### config.mk
export PLATFORM = sky130hd
export DESIGN_NAME = actuator_ctrl
export DESIGN_NICKNAME = d
export VERILOG_FILES = /design/src/rtl/actuator_ctrl.sv
export SDC_FILE = /design/constraint.sdc
export NUM_CORES = 1
export LEC_CHECK = 0
export CAP_MARGIN = 20
export CORE_MARGIN = 3
export CORE_UTILIZATION = 45
export CTS_CLUSTER_DIAMETER = 30
export DETAILED_ROUTE_END_ITERATION = 10
export PLACE_DENSITY = 0.73
export SYNTH_ARGS = -nofsm -noshare
export SYNTH_HDL_FRONTEND = slang
export SYNTH_SLANG_ARGS = --single-unit
### constraint.sdc
create_clock -name clk -period 2.8 [get_ports clk]
set_clock_uncertainty 0.15 [all_clocks]
set_input_delay 0.56 -clock clk [delete_from_list [all_inputs] [get_ports clk]]
set_output_delay 0.56 -clock clk [all_outputs]
set_load 0.02 [all_outputs]
### src/rtl/actuator_ctrl.sv
// rtl/actuator_ctrl.sv - interlocked valve/motor drive stage with dead time, valve gap and on-time watchdog
//
// Purpose: turns level requests into registered, mutually exclusive drives for the
// inlet valve, the drain valve and the drum motor. Every change of motor direction passes
// through DEAD_CYCLES off cycles. Every change of valve state passes through VALVE_GAP
// cycles with both valves closed. An actuator left on for MAX_ON cycles raises a timeout.
// A conflict or a timeout latches a sticky fault that holds every actuator off until the
// fault is cleared.
//
// Ports:
//   clk, rst                     clock, synchronous active-high reset
//   ctrl_fill / ctrl_release     inlet / drain valve requests (level)
//   ctrl_forward / ctrl_reverse  motor direction requests (level)
//   fault_clr                    fault clear pulse, honoured only with all requests low
//   valve_in / valve_out         valve drives
//   motor_fwd / motor_rev        motor drives
//   busy                         an actuator is on, or a dead/gap timer is running
//   fault, fault_code            sticky fault, 01 valve / 10 motor conflict, 11 timeout

module actuator_ctrl #(
   parameter int DEAD_CYCLES = 16,
   parameter int VALVE_GAP   = 4,
   parameter int MAX_ON      = 65535
) (
   input  logic       clk,
   input  logic       rst,
   input  logic       ctrl_fill,
   input  logic       ctrl_release,
   input  logic       ctrl_forward,
   input  logic       ctrl_reverse,
   input  logic       fault_clr,
   output logic       valve_in,
   output logic       valve_out,
   output logic       motor_fwd,
   output logic       motor_rev,
   output logic       busy,
   output logic       fault,
   output logic [1:0] fault_code
);

   localparam int ON_W = $clog2(MAX_ON + 1);
   localparam int DW   = $clog2(DEAD_CYCLES + 1);
   localparam int GW   = $clog2(VALVE_GAP + 1);

   localparam logic [ON_W-1:0] ON_MAX    = ON_W'(MAX_ON);
   localparam logic [ON_W-1:0] ON_FIRST  = ON_W'(1);
   // Off timers count down to zero; the last off cycle is the one holding zero.
   localparam logic [DW-1:0]   DEAD_LOAD = DW'(DEAD_CYCLES - 1);
   localparam logic [GW-1:0]   GAP_LOAD  = GW'(VALVE_GAP - 1);

   typedef enum logic [1:0] {M_IDLE, M_FWD, M_REV, M_DEAD} m_state_e;
   typedef enum logic [1:0] {V_IDLE, V_FILL, V_DRAIN, V_GAP} v_state_e;

   m_state_e        m_state_q, m_state_d;
   logic [ON_W-1:0] m_on_q, m_on_d;
   logic [DW-1:0]   m_dead_q, m_dead_d;

   v_state_e        v_state_q, v_state_d;
   logic [ON_W-1:0] v_on_q, v_on_d;
   logic [GW-1:0]   v_gap_q, v_gap_d;

   logic            fault_q, fault_d;
   logic [1:0]      code_q, code_d;

   logic            valve_in_q, valve_out_q, motor_fwd_q, motor_rev_q, busy_q;

   logic fwd_only, rev_only, m_conflict;
   logic fill_only, drain_only, v_conflict;
   logic m_timeout, v_timeout;
   logic fault_set, block, ctrl_none;

   always_comb begin
      fwd_only   = ctrl_forward & ~ctrl_reverse;
      rev_only   = ctrl_reverse & ~ctrl_forward;
      m_conflict = ctrl_forward & ctrl_reverse;
      fill_only  = ctrl_fill & ~ctrl_release;
      drain_only = ctrl_release & ~ctrl_fill;
      v_conflict = ctrl_fill & ctrl_release;
      ctrl_none  = ~(ctrl_fill | ctrl_release | ctrl_forward | ctrl_reverse);

      // The on-counter holds the number of cycles the drive has been on, so reaching
      // MAX_ON means the drive has been on for the maximum allowed time.
      m_timeout  = ((m_state_q == M_FWD) || (m_state_q == M_REV)) && (m_on_q == ON_MAX);
      v_timeout  = ((v_state_q == V_FILL) || (v_state_q == V_DRAIN)) && (v_on_q == ON_MAX);

      fault_set  = m_timeout | v_timeout | m_conflict | v_conflict;
      // A fault raised this cycle already blocks any actuator from turning on.
      block      = fault_q | fault_set;
   end

   // Motor next state
   always_comb begin
      m_state_d = m_state_q;
      m_on_d    = m_on_q;
      m_dead_d  = m_dead_q;
      case (m_state_q)
         M_IDLE: begin
            if (!block && fwd_only) begin
               m_state_d = M_FWD;
               m_on_d    = ON_FIRST;
            end else if (!block && rev_only) begin
               m_state_d = M_REV;
               m_on_d    = ON_FIRST;
            end
         end
         M_FWD, M_REV: begin
            if (!block && ((m_state_q == M_FWD) ? fwd_only : rev_only)) begin
               if (m_on_q != ON_MAX) m_on_d = m_on_q + ON_FIRST;
            end else begin
               m_state_d = M_DEAD;
               m_dead_d  = DEAD_LOAD;
            end
         end
         M_DEAD: begin
            if (m_dead_q != '0) begin
               m_dead_d = m_dead_q - DW'(1);
            end else if (!block && fwd_only) begin
               m_state_d = M_FWD;
               m_on_d    = ON_FIRST;
            end else if (!block && rev_only) begin
               m_state_d = M_REV;
               m_on_d    = ON_FIRST;
            end else begin
               m_state_d = M_IDLE;
            end
         end
         default: m_state_d = M_IDLE;
      endcase
   end

   // Valve next state
   always_comb begin
      v_state_d = v_state_q;
      v_on_d    = v_on_q;
      v_gap_d   = v_gap_q;
      case (v_state_q)
         V_IDLE: begin
            if (!block && fill_only) begin
               v_state_d = V_FILL;
               v_on_d    = ON_FIRST;
            end else if (!block && drain_only) begin
               v_state_d = V_DRAIN;
               v_on_d    = ON_FIRST;
            end
         end
         V_FILL, V_DRAIN: begin
            if (!block && ((v_state_q == V_FILL) ? fill_only : drain_only)) begin
               if (v_on_q != ON_MAX) v_on_d = v_on_q + ON_FIRST;
            end else begin
               v_state_d = V_GAP;
               v_gap_d   = GAP_LOAD;
            end
         end
         V_GAP: begin
            if (v_gap_q != '0) begin
               v_gap_d = v_gap_q - GW'(1);
            end else if (!block && fill_only) begin
               v_state_d = V_FILL;
               v_on_d    = ON_FIRST;
            end else if (!block && drain_only) begin
               v_state_d = V_DRAIN;
               v_on_d    = ON_FIRST;
            end else begin
               v_state_d = V_IDLE;
            end
         end
         default: v_state_d = V_IDLE;
      endcase
   end

   // Fault latch: the first fault keeps its code; a new fault beats a clear.
   always_comb begin
      fault_d = fault_q;
      code_d  = code_q;
      if (fault_set) begin
         if (!fault_q) begin
            fault_d = 1'b1;
            if (m_timeout || v_timeout) code_d = 2'b11;
            else if (m_conflict)        code_d = 2'b10;
            else                        code_d = 2'b01;
         end
      end else if (fault_clr && ctrl_none) begin
         fault_d = 1'b0;
         code_d  = 2'b00;
      end
   end

   always_ff @(posedge clk) begin
      if (rst) begin
         m_state_q   <= M_IDLE;
         m_on_q      <= '0;
         m_dead_q    <= '0;
         v_state_q   <= V_IDLE;
         v_on_q      <= '0;
         v_gap_q     <= '0;
         fault_q     <= 1'b0;
         code_q      <= 2'b00;
         valve_in_q  <= 1'b0;
         valve_out_q <= 1'b0;
         motor_fwd_q <= 1'b0;
         motor_rev_q <= 1'b0;
         busy_q      <= 1'b0;
      end else begin
         m_state_q   <= m_state_d;
         m_on_q      <= m_on_d;
         m_dead_q    <= m_dead_d;
         v_state_q   <= v_state_d;
         v_on_q      <= v_on_d;
         v_gap_q     <= v_gap_d;
         fault_q     <= fault_d;
         code_q      <= code_d;
         valve_in_q  <= (v_state_d == V_FILL);
         valve_out_q <= (v_state_d == V_DRAIN);
         motor_fwd_q <= (m_state_d == M_FWD);
         motor_rev_q <= (m_state_d == M_REV);
         busy_q      <= (m_state_d != M_IDLE) || (v_state_d != V_IDLE);
      end
   end

   assign valve_in   = valve_in_q;
   assign valve_out  = valve_out_q;
   assign motor_fwd  = motor_fwd_q;
   assign motor_rev  = motor_rev_q;
   assign busy       = busy_q;
   assign fault      = fault_q;
   assign fault_code = code_q;

endmodule
### Word level (Yosys, flattened, before mapping)

Cells that the tools add are included.
Widths: inputs -> output; s select.

* memories kept: 0
* bits in writable memories: 0
* register bits: 52
* output and inout bits: 8
* logic and storage cells: 131
* memory bits (read-only): 0
* bits in latches: 0

* reduce and logical (&&, ||, !) cells: 30
* $lt $le $gt $ge: 0
* bitwise operators: 18
* multiplexer cells: 41
* shift operators: 0
* div/mod/pow operators: 0
* multipliers: 0
* eq/ne operators: 25
* add/sub/neg operators: 4

Operators by type and width (number)
* $mux 16: 10
* $pmux 16 s3: 2
* $mux 2: 17
* $add 16x1->16 const B: 2
* $eq 16x16->1 const B: 2
* $ne 16x16->1 const B: 2
* $ne 2x2->1 const B: 11
* $eq 2x2->1 const B: 6
* $pmux 2 s3: 2
* $reduce_and 3->1: 4
* $mux 5: 2
* $pmux 5 s2: 1
* $reduce_bool 2->1: 5
* $logic_and 1x1->1: 9
* $eq 2x1->1 const B: 4
* $or 1x1->1: 7
* $and 1x1->1: 6
* $mux 3: 2
* $pmux 3 s2: 1
* $not 1->1: 5
* $reduce_bool 5->1: 1
* $sub 5x1->5 const B: 1
* $logic_not 2->1: 2
* $logic_or 1x1->1: 4
* other kinds (6): 10

### Logic depth before layout (Yosys ltp)

Gate-level depths: netlist (run 1).

* word-level depth: 15
* gate-level depth with buffers: 10

### Worst setup path after synthesis (run 1)

Ideal clock, no wire load.

* kind: register to register
* start point: register v_state_q[0]
* end point: register v_gap_q[0]
* stages on the path, launching flop included: 10
* data required time: 2.512 ns
* period minus slack after synthesis: 2.474 ns
* setup slack: 0.326 ns
* buffers on the path: 1
* arrival: 2.186 ns
* path through: dfxtp_1 inv_1 ha_1 buf_2 nand4_1 or4_1 nand3_1 o21ai_1 a2111oi_0 a211oi_1

* longest elaborated chain between the ends: 11

Ends and longest elaborated chain
* start: declaration: line 58 `v_state_e v_state_q, v_state_d;`
* start signal: assignment: line 207 `v_state_q <= v_state_d;`
* $eq 2x1->1 or $eq 2x2->1 (tied branches): line 84, 136, 147
* $logic_or 1x1->1: line 84 `v_timeout = ((v_state_q == V_FILL) || (v_state_q == V_DRAIN)) && (v_on_q == ON_MAX);`
* $logic_and 1x1->1: line 84
* $or 1x1->1 (3 in a row): line 86 `fault_set = m_timeout | v_timeout | m_conflict | v_conflict;`
* $or 1x1->1: line 88 `block = fault_q | fault_set;`
* $logic_not 1->1: line 147 `if (!block && ((v_state_q == V_FILL) ? fill_only : drain_only)) begin`
* $logic_and 1x1->1: line 147
* $ne 2x2->1 (no line)
* $reduce_and 3->1 (no line)
* end signal: assignment: line 209 `v_gap_q <= v_gap_d;`
* end: declaration: line 60 `logic [GW-1:0] v_gap_q, v_gap_d;`

Parallel ways exist; a longest one is shown, timed or not.
A chain may end at the register's enable or synchronous reset.

### Worst setup path in the final report (run 1)

Same ends and word-level chain as after synthesis.

==> summary.txt, run 1 <==
Yosys
  • Synthesized cell area: 3080 um2
  • Synth area leader: dfxtp_1
  • Post-synthesis cell count: 360
  • EDFF count, synth: 0
  • Syn Nets: 378
  • Synth Warn #: 0
  • Synth area leaders: dfxtp_1 34%, a21oi_1 5.7%, ha_1 4.5%
  • FFs w/ async S/R, synth: 0%
  • Number of distinct library cells after synthesis: 61
  • Yosys reg bits: 52
  • Most used DFF post-synth: dfxtp_1
  • Syn avg cell area: 8.55 um2
  • Register area share after synthesis: 33.8%
  • Area share of the largest cell type after synthesis: 33.8%

Setup path
  • Critical-path cell list: inv_1 -> ha_1 -> nand4_1 -> or4_1 -> nand3_1 -> o21ai_1 -> a2111oi_2 -> a211oi_1
  • Critical Path Source: v_state_q[0]$_SDFF_PP0_
  • Crit-path slowest cell: or4_1
  • CP required: 2.84 ns
  • Crit. End Element: flip-flop
  • Worst stage delay on the critical path: 0.53 ns
  • Reg2reg start: v_state_q[0]$_SDFF_PP0_
  • Peak fanout along the critical path: 4
  • Worst EP arrival: 2.65 ns
  • Worst reg-to-reg setup slack: 0.19 ns
  • Crit path launch type: flip-flop
  • WS Path Type: reg2reg

Place
  • Area of placed instances: 3420 um2
  • Placer Congestion: 0.880
  • Port Buffers: 14
  • Pre-CTS setup slack: -0.114 ns
  • Dpl hpwl: 4850 um

Clock network
  • Post-CTS Setup Bufs: 0
  • Clk sink count: 52
  • Reg clk slew, reported paths: 0.10 ns
  • CTS Buf Count: 5
  • CTS tree: done
  • H-Tree Depth: 2
  • Root buf cell: clkbuf_8
  • Post-CTS Hold Fix Bufs: 0
  • Clk buf depth: 2
  • Clk_lat worst skew: 0.32 ns

Final layout
  • Filler cells: 590
  • Share of post-route cells with drive strength above 1: 16.2%
  • N_diodes: 0
  • Commonest non-fill, non-tap cell in the layout: dfxtp_1
  • Cell area after layout: 3510 um2
  • Most frequent cells in the layout: 52 x dfxtp_1, 35 x a21oi_1, 27 x inv_1, 27 x buf_4, 24 x nand2_1
  • Nets: 407
  • Layout area overhead: 14.1%

STA
  • Final max-slew violation count: 0
  • Hold Fails Final Rpt: 0
  • FMAX: 384 MHz
  • Worst-Margin Slew: 0.375 ns
  • Final setup viols: 0
  • Slew HR: 74.7%
  • RSZ-0062 raised after global routing: false
  • Final Critical Period: 2.61 ns
  • Worst Slack Setup Final: 0.194 ns
  • Fin crit share: 93.1%

Route
  • Routed WL: 6680 um
  • Total number of vias: 2778
  • Vias/cell: 5.95
  • Final ANT Viol Nets: 0
  • Initial DRC count: 159
  • DRC errors left: 0
  • Wire per inst: 14.3 um
  • Initial DRT Pass Iterations: 5

Global route
  • M2 GR Usage: 30.2%
  • Largest net degree at the start of global routing: 22
  • Initial antenna violation count: 0
  • First-pass GRT wire length: 11700 um
  • GRT Max-Usage Layer: met2
  • GR Util met3: 3.45%
  • Tot GR Track Use: 18.4%
  • Grt ovf: 0
  • Vias in the first global route: 2682
  • Routing usage on met1: 24.2%

Floorplan
  • Floorplan die height: 88.7 um
  • # IOs: 15
  • Site row count: 29
  • Core box area: 6490 um2
  • Die Wd: 88.7 um
  • Die ar.: 7870 um2
  • Initial Utilization: 47.4%

Job
  • Max cap viols: 0

Pwr
  • Leakage: 0.00126 uW
  • Overall Power: 2570 uW
  • Power density over the cells: 732 nW/um2
  • Peak VDD IR: 0.445 mV

Min path
  • Worst Hold Launch: m_dead_q[4]$_SDFFE_PP0P_
  • HP Class: reg2reg

Status
  • Status: finished, final reports clean
==> area by class of cell <==
| cell class | count | area [um2] | share of cell area, % |
|---|---|---|---|
| inverter | 27 | 101 | 2.88 |
| multi-input combinational | 262 | 1840 | 52.5 |
| timing repair buffer | 41 | 343 | 9.76 |
| tap | 77 | 96.3 | 2.74 |
| sequential | 52 | 1040 | 29.6 |
| clock buffer | 5 | 68.8 | 1.96 |
| clock inverter | 3 | 18.8 | 0.534 |
==> repair_timing <==
item / in CTS / in global routing
endpoints found under the hold margin: 0 / 0
setup endpoints to repair: 0 / 5
gates resized for setup: 0 / 2
==> cells by family (layout without fill, tap and decap cells) <==
logic type / count (synthesis) / count (layout) / share of synthesized area (%)
simple gates: 127 / 127 / 25.8
compound gates: 114 / 114 / 26.4
flops: 52 / 52 / 33.8
buf+inv: 46 / 76 / 6.46
fa+ha+maj: 11 / 11 / 4.47
xor+xnor: 5 / 5 / 1.42
mux: 5 / 5 / 1.63
==> Yosys cell counts, types with 4 or more instances <==
master    count
dfxtp_1      52
a21oi_1      35
inv_1        27
nand2_1      24
nor2_1       18
o21ai_0      18
or4_1        18
o31ai_1      15
nand3_1      14
ha_1         11
nand4_1      10
buf_2         9
nor3_1        9
or3_1         9
clkbuf_1      7
a311oi_1      5
a31oi_1       5
mux2i_1       5
xnor2_1       4
==> sequential cells by signal, indices dropped and copies added (netlist names) <==
signal / flops
m_on_q: 16
v_on_q: 16
m_dead_q: 5
v_gap_q: 3
fault_code: 2
m_state_q: 2
v_state_q: 2
busy: 1
fault: 1
motor_fwd: 1
motor_rev: 1
valve_in: 1
valve_out: 1
==> power breakdown <==
| group | switching (uW) | total (uW) | internal (uW) |
|---|---|---|---|
| sequential | 79.6 | 929 | 849 |
| combinational | 681 | 1210 | 524 |
| clock | 262 | 437 | 175 |
| total | 1020 | 2570 | 1550 |
==> worst paths after layout <==
path                                   end  cells after the start
setup / recovery   v_gap_q[0]$_SDFFE_PP0P_                      8
hold / removal    m_dead_q[4]$_SDFFE_PP0P_                      2
setup reg to reg   v_gap_q[0]$_SDFFE_PP0P_                      8
hold reg to reg   m_dead_q[4]$_SDFFE_PP0P_                      2
==> critical path, delay by kind of cell (launching register included) <==
kind	cells	cell delay, ns
adder cells (fa/ha/maj)	1	0.31
flip-flops	1	0.41
buffers and inverters	1	0.10
AND/OR/NAND/NOR	3	0.91
AO/OA/AOI/OAI	3	0.61
==> metal layers <==
layer,wire [um],part of all wire [%]
met3,211,3.2
met5,0,0
met1,3230,48
met4,91,1.4
met2,3140,47
==> per-stage QoR <==
stage / std cells / hold slack [ns] / setup TNS (ns) / utilization [%]
5_1_grt: 467 / 0.350 / 0 / 54.1
4_1_cts: 467 / 0.331 / 0 / 54.0
3_5_place_dp: 459 / 0.317 / -0.749 / 52.6
2_1_floorplan: 360 / 0.294 / 0 / -
6_report: 467 / 0.330 / 0 / 54.1
3_3_place_gp: 459 / 0.314 / -0.00155 / 52.6
Note: power is estimated with default switching activity, not from simulation.
==> run 2, diff against run 1 <==
- TNS_END_PERCENT: unset -> 100
==> results of run 2 <==
No change in the layout: final DEF, timing and power equal those of run 1.
